==> config.mk <==
export PLATFORM = sky130hd
export DESIGN_NAME = id_exe_pipe_reg
export DESIGN_NICKNAME = d
export VERILOG_FILES = /design/src/rtl/id_exe_pipe_reg.sv
export SDC_FILE = /design/constraint.sdc
export NUM_CORES = 1
export LEC_CHECK = 0
export ABC_AREA = 0
export CORE_MARGIN = 2
export CORE_UTILIZATION = 30
export DETAILED_ROUTE_END_ITERATION = 7
export DONT_BUFFER_PORTS = 1
export PLACE_DENSITY = 0.46
export SKIP_LAST_GASP = 1
export SYNTH_ARGS = -nofsm -noshare
export SYNTH_HDL_FRONTEND = slang
export SYNTH_SLANG_ARGS = --single-unit
export TNS_END_PERCENT = 100
==> constraint.sdc <==
create_clock -name clk -period 2.28 [get_ports clk]
set_input_delay 0.456 -clock clk [delete_from_list [all_inputs] [get_ports clk]]
set_output_delay 0.456 -clock clk [all_outputs]
set_load 0.005 [all_outputs]
==> src/rtl/id_exe_pipe_reg.sv <==
// ID->EXE pipeline register with valid/ready handshake, stall, flush and
// multi-cycle vector element sequencing.
//
// Ports:
//   clk, rst          clock (rising edge), synchronous active-high reset
//   flush             squash EXE contents and the incoming ID instruction
//   exe_stall         downstream hold; all state frozen
//   id_valid/id_ready ID handshake (id_ready is combinational, ignores id_valid)
//   id_*              decoded instruction fields and controls from ID
//   exe_valid         EXE holds a live instruction
//   exe_*             registered copies of the ID fields
//   exe_elem_idx      current vector element, exe_elem_last on final element
//   state, cnt_o      registered decoder FSM state / counter pass-through
module id_exe_pipe_reg #(
  parameter int unsigned PC_W     = 16,
  parameter int unsigned IMM_W    = 32,
  parameter int unsigned CNT_W    = 32,
  parameter int unsigned NUM_ELEM = 4,
  parameter int unsigned IDX_W    = 2
) (
  input  logic             clk,
  input  logic             rst,
  input  logic             flush,
  input  logic             exe_stall,
  input  logic             id_valid,
  output logic             id_ready,
  input  logic [PC_W-1:0]  id_pc,
  input  logic [4:0]       id_rt_addr,
  input  logic [4:0]       id_rd_addr,
  input  logic [4:0]       id_shamt,
  input  logic [5:0]       id_funct,
  input  logic [IMM_W-1:0] id_immd,
  input  logic             id_reg_dst,
  input  logic             id_reg_write,
  input  logic             id_mem_to_reg,
  input  logic             id_alu_src,
  input  logic             id_branch,
  input  logic             id_vreg_write,
  input  logic             id_mem_write_n,
  input  logic [1:0]       id_alu_op,
  input  logic             id_is_vector,
  input  logic [1:0]       id_next_state,
  input  logic [CNT_W-1:0] id_cnt,
  output logic             exe_valid,
  output logic [PC_W-1:0]  exe_pc,
  output logic [4:0]       exe_rt_addr,
  output logic [4:0]       exe_rd_addr,
  output logic [4:0]       exe_shamt,
  output logic [5:0]       exe_funct,
  output logic [IMM_W-1:0] exe_immd,
  output logic             exe_reg_dst,
  output logic             exe_reg_write,
  output logic             exe_mem_to_reg,
  output logic             exe_alu_src,
  output logic             exe_branch,
  output logic             exe_vreg_write,
  output logic             exe_mem_write_n,
  output logic [1:0]       exe_alu_op,
  output logic [IDX_W-1:0] exe_elem_idx,
  output logic             exe_elem_last,
  output logic [1:0]       state,
  output logic [CNT_W-1:0] cnt_o
);

  typedef enum logic [1:0] {StEmpty, StScalar, StVec} st_e;

  typedef struct packed {
    logic [PC_W-1:0]  pc;
    logic [4:0]       rt_addr;
    logic [4:0]       rd_addr;
    logic [4:0]       shamt;
    logic [5:0]       funct;
    logic [IMM_W-1:0] immd;
    logic             reg_dst;
    logic             reg_write;
    logic             mem_to_reg;
    logic             alu_src;
    logic             branch;
    logic             vreg_write;
    logic             mem_write_n;
    logic [1:0]       alu_op;
  } exe_t;

  localparam logic [IDX_W-1:0] LastIdx = IDX_W'(NUM_ELEM - 1);

  st_e              st_q, st_d;
  exe_t             exe_q, exe_d;
  logic [IDX_W-1:0] idx_q, idx_d;
  logic [1:0]       state_q, state_d;
  logic [CNT_W-1:0] cnt_q, cnt_d;

  logic is_last;
  logic can_leave;
  logic load;

  assign is_last   = (idx_q == LastIdx);
  // EXE can accept a new instruction once the current one has finished its last cycle.
  assign can_leave = (st_q == StEmpty) || (st_q == StScalar) || ((st_q == StVec) && is_last);
  assign id_ready  = ~exe_stall & ~flush & can_leave;
  assign load      = id_valid & id_ready;

  always_comb begin
    st_d    = st_q;
    exe_d   = exe_q;
    idx_d   = idx_q;
    state_d = state_q;
    cnt_d   = cnt_q;

    if (!exe_stall) begin
      state_d = id_next_state;
      cnt_d   = id_cnt;
    end

    if (flush) begin
      st_d              = StEmpty;
      idx_d             = '0;
      exe_d.reg_write   = 1'b0;
      exe_d.vreg_write  = 1'b0;
      exe_d.branch      = 1'b0;
      exe_d.mem_to_reg  = 1'b0;
      exe_d.mem_write_n = 1'b1;
    end else if (exe_stall) begin
      // hold everything
    end else if (load) begin
      exe_d.pc          = id_pc;
      exe_d.rt_addr     = id_rt_addr;
      exe_d.rd_addr     = id_rd_addr;
      exe_d.shamt       = id_shamt;
      exe_d.funct       = id_funct;
      exe_d.immd        = id_immd;
      exe_d.reg_dst     = id_reg_dst;
      exe_d.reg_write   = id_reg_write;
      exe_d.mem_to_reg  = id_mem_to_reg;
      exe_d.alu_src     = id_alu_src;
      exe_d.branch      = id_branch;
      exe_d.vreg_write  = id_vreg_write;
      exe_d.mem_write_n = id_mem_write_n;
      exe_d.alu_op      = id_alu_op;
      idx_d             = '0;
      st_d              = (id_is_vector && (NUM_ELEM > 1)) ? StVec : StScalar;
    end else if (can_leave) begin
      // Bubble: controls go inert, datapath fields keep their last value.
      st_d              = StEmpty;
      exe_d.reg_write   = 1'b0;
      exe_d.vreg_write  = 1'b0;
      exe_d.branch      = 1'b0;
      exe_d.mem_to_reg  = 1'b0;
      exe_d.mem_write_n = 1'b1;
    end else begin
      // Only reachable in StVec before the last element.
      idx_d = idx_q + IDX_W'(1);
    end
  end

  always_ff @(posedge clk) begin
    if (rst) begin
      st_q              <= StEmpty;
      exe_q             <= '0;
      exe_q.mem_write_n <= 1'b1;
      idx_q             <= '0;
      state_q           <= '0;
      cnt_q             <= '0;
    end else begin
      st_q    <= st_d;
      exe_q   <= exe_d;
      idx_q   <= idx_d;
      state_q <= state_d;
      cnt_q   <= cnt_d;
    end
  end

  assign exe_valid       = (st_q != StEmpty);
  assign exe_pc          = exe_q.pc;
  assign exe_rt_addr     = exe_q.rt_addr;
  assign exe_rd_addr     = exe_q.rd_addr;
  assign exe_shamt       = exe_q.shamt;
  assign exe_funct       = exe_q.funct;
  assign exe_immd        = exe_q.immd;
  assign exe_reg_dst     = exe_q.reg_dst;
  assign exe_reg_write   = exe_q.reg_write;
  assign exe_mem_to_reg  = exe_q.mem_to_reg;
  assign exe_alu_src     = exe_q.alu_src;
  assign exe_branch      = exe_q.branch;
  assign exe_vreg_write  = exe_q.vreg_write;
  assign exe_mem_write_n = exe_q.mem_write_n;
  assign exe_alu_op      = exe_q.alu_op;
  assign exe_elem_idx    = idx_q;
  assign exe_elem_last   = is_last || (st_q != StVec);
  assign state           = state_q;
  assign cnt_o           = cnt_q;

endmodule

==> impl_metrics.toml <==
[synth]
ys.warnings.count = 0
synth_area_leaders = "dfxtp_1, mux2i_1, nand2b_1"
synth_nets = 597
netlist_area_sq_um = 4989
yosys.area.top_type_share = 0.4655
syn_avg_cell_area_sq_um = 10.44
async_reset_ff_frac = 0
synth_top_area_cell = "dfxtp_1"
synth_edf_count = 0
synthesis.instances = 478
ys_seq_area_frac = 0.4655
synth.distinct_cells = 31
synth_ff_type = "dfxtp_1"
synth.ff_latch_count = 116

[layout]
syn_to_final_growth_pct = 13.19
drive_above_1_share = 0.08159
fillers = 1640
antennaDiodeCount = 0
fin_nets = 584
fin_cells = 698
final_area_sq_um = 5647

[sta]
tightest_slew_ns = 0.6045
fmax_mhz = 490.7
relSlewSlack = 0.5955
maxSlewViolCount = 0
hold_viol = 0
finClkSkew_ns = 0.005134
timing.final.crit_period_ns = 2.038
finalCritPeriodShare = 0.8938
rsz0062_at_grt = "false"
setup_viol = 0
tns_ns = 0

[die]
die_y_um = 133.0
pin_count = 235
fp-row-count = 47
die_area_sq_um = 17680
design.core.area_sq_um = 16410
die_w_um = 133.0
start_util = 0.3040

[critical_path]
cp.required_ns = 1.82
worstPathArrival_ns = 1.58
worstPathMaxFanout = 4
start_kind = "flip-flop"
critPathCaptureType = "output port"
path_class = "reg -> out"

[placement]
place_hpwl_um = 7283
placed_area_sq_um = 5037
gp_congestion = 0.7240
port-buffer-count = 0
dpl.cell_count = 666

[global_routing]
grt_usage = 0.1229
grt_pass1_wl_um = 17020
antenna_found_initial = 0
grt_pass1_vias = 3193
gr-total-overflow = 0
grt_max_degree = 183

[run]
cap_violations = 0

[cts]
numClockSinks = 116
cts_buffer_depth = 2
cts.clk_slew.worst_paths_ns = 0.06
cts_root_buf = "clkbuf_16"
cts_tree = "yes"
htree_levels = 4
post_cts_buffers = 0
cts_resized = 0
insertion_delay_ns = 0.40
cts_hold_buffers = 0
cts_buffers = 17

[pwr]
ir_drop_mv = 0.4723
powerDensity_nw_per_um2 = 910.3
leakagePower_uw = 0.002086

[worst_hold_path]
hold_class = "in -> reg"

[drt]
num_vias = 3146
route.detailed.drc = 0
wl_per_cell_um = 15.55
vias_per_cell = 4.507
routed_wl_um = 10860
drt_iter0_drc = 107
ant_nets = 0
firstDrtPassIters = 4

[status]
status = "finished clean"
==> routing by layer <==
metal  up-vias  global-route usage  part of all wire
met4         0             0.04898             0.012
met5         -                   0                 0
met1      1441              0.1438              0.43
met3         8             0.06360             0.094
met2       150              0.1906              0.46
li1       1547                   -                 -
==> synth_stat cells, types with 2 or more instances <==
cell type	n
buf_2	4
clkbuf_1	21
or2_1	2
nor2_1	37
dfxtp_1	116
nand3_1	4
nand2_1	4
nand2b_1	146
inv_2	2
buf_12	8
a21oi_1	2
o21ai_0	2
mux2i_1	112
==> power breakdown <==
group | total (uW) | switching (uW) | internal, uW
clock network | 2720 | 1000 | 1720
logic | 233 | 91.1 | 142
registers | 2180 | 70.3 | 2110
total | 5140 | 1160 | 3980
==> cell type report <==
class | count | area, sq um | share of cell area
multi-input cells | 325 | 2389 | 0.4230
clock inverters | 15 | 183.9 | 0.03257
inverters | 3 | 11.26 | 0.001994
clock buffers | 17 | 425.4 | 0.07534
well taps | 220 | 275.3 | 0.04875
repair buffers | 2 | 40.04 | 0.007091
flip-flops and latches | 116 | 2322 | 0.4113
==> path summary, 6_finish.rpt <==
kind                        start            end  slack, ns  cells past startpoint
setup reg to reg  exe_elem_idx[0]    exe_immd[0]       0.29                      5
hold / removal       id_is_vector        st_q[0]       0.15                      1
hold reg to reg     exe_reg_write  exe_reg_write       0.48                      2
setup / recovery  exe_elem_idx[0]       id_ready       0.24                      4
==> worst max-delay path, stage by stage, from the launching register on <==
cell and delay, ns:
dfxtp_1 0.40, ha_1 0.27, nor2b_1 0.22, o21ai_0 0.15, nor2_1 0.15
==> cell usage in the layout, fill, tap and decap left out, drive strengths merged, types with 4 or more instances in the layout <==
master	instances
clkbuf	17
clkinv	5
clkinvlp	6
dfxtp	116
inv	4
mux2i	112
nand2	4
nand2b	147
nand3	4
nor2	37
==> through the flow <==
stage | hold slack [ns] | utilization | total power [uW] | setup WS, ns
global route | 0.1180 | 0.3442 | 5363 | 0.1109
finish | 0.1544 | 0.3442 | 5140 | 0.2422
floorplan | 0.4511 | - | 2480 | 0.6568
detailed placement | 0.4767 | 0.3070 | 2466 | 0.3014
CTS | 0.1064 | 0.3442 | 5236 | 0.2142
global placement | 0.4684 | 0.3070 | 2457 | 0.3803
==> logic make-up after synthesis <==
group                    count (synthesis)  synth area share
AND/OR/NAND/NOR                        200            0.2310
multiplexers                           112            0.2247
buffers and inverters                   37           0.05568
flip-flops                             116            0.4655
adder cells (fa/ha/maj)                  1          0.002508
AO/OA/AOI/OAI                           12           0.02057
No activity file was read; power rests on OpenSTA's default activity.
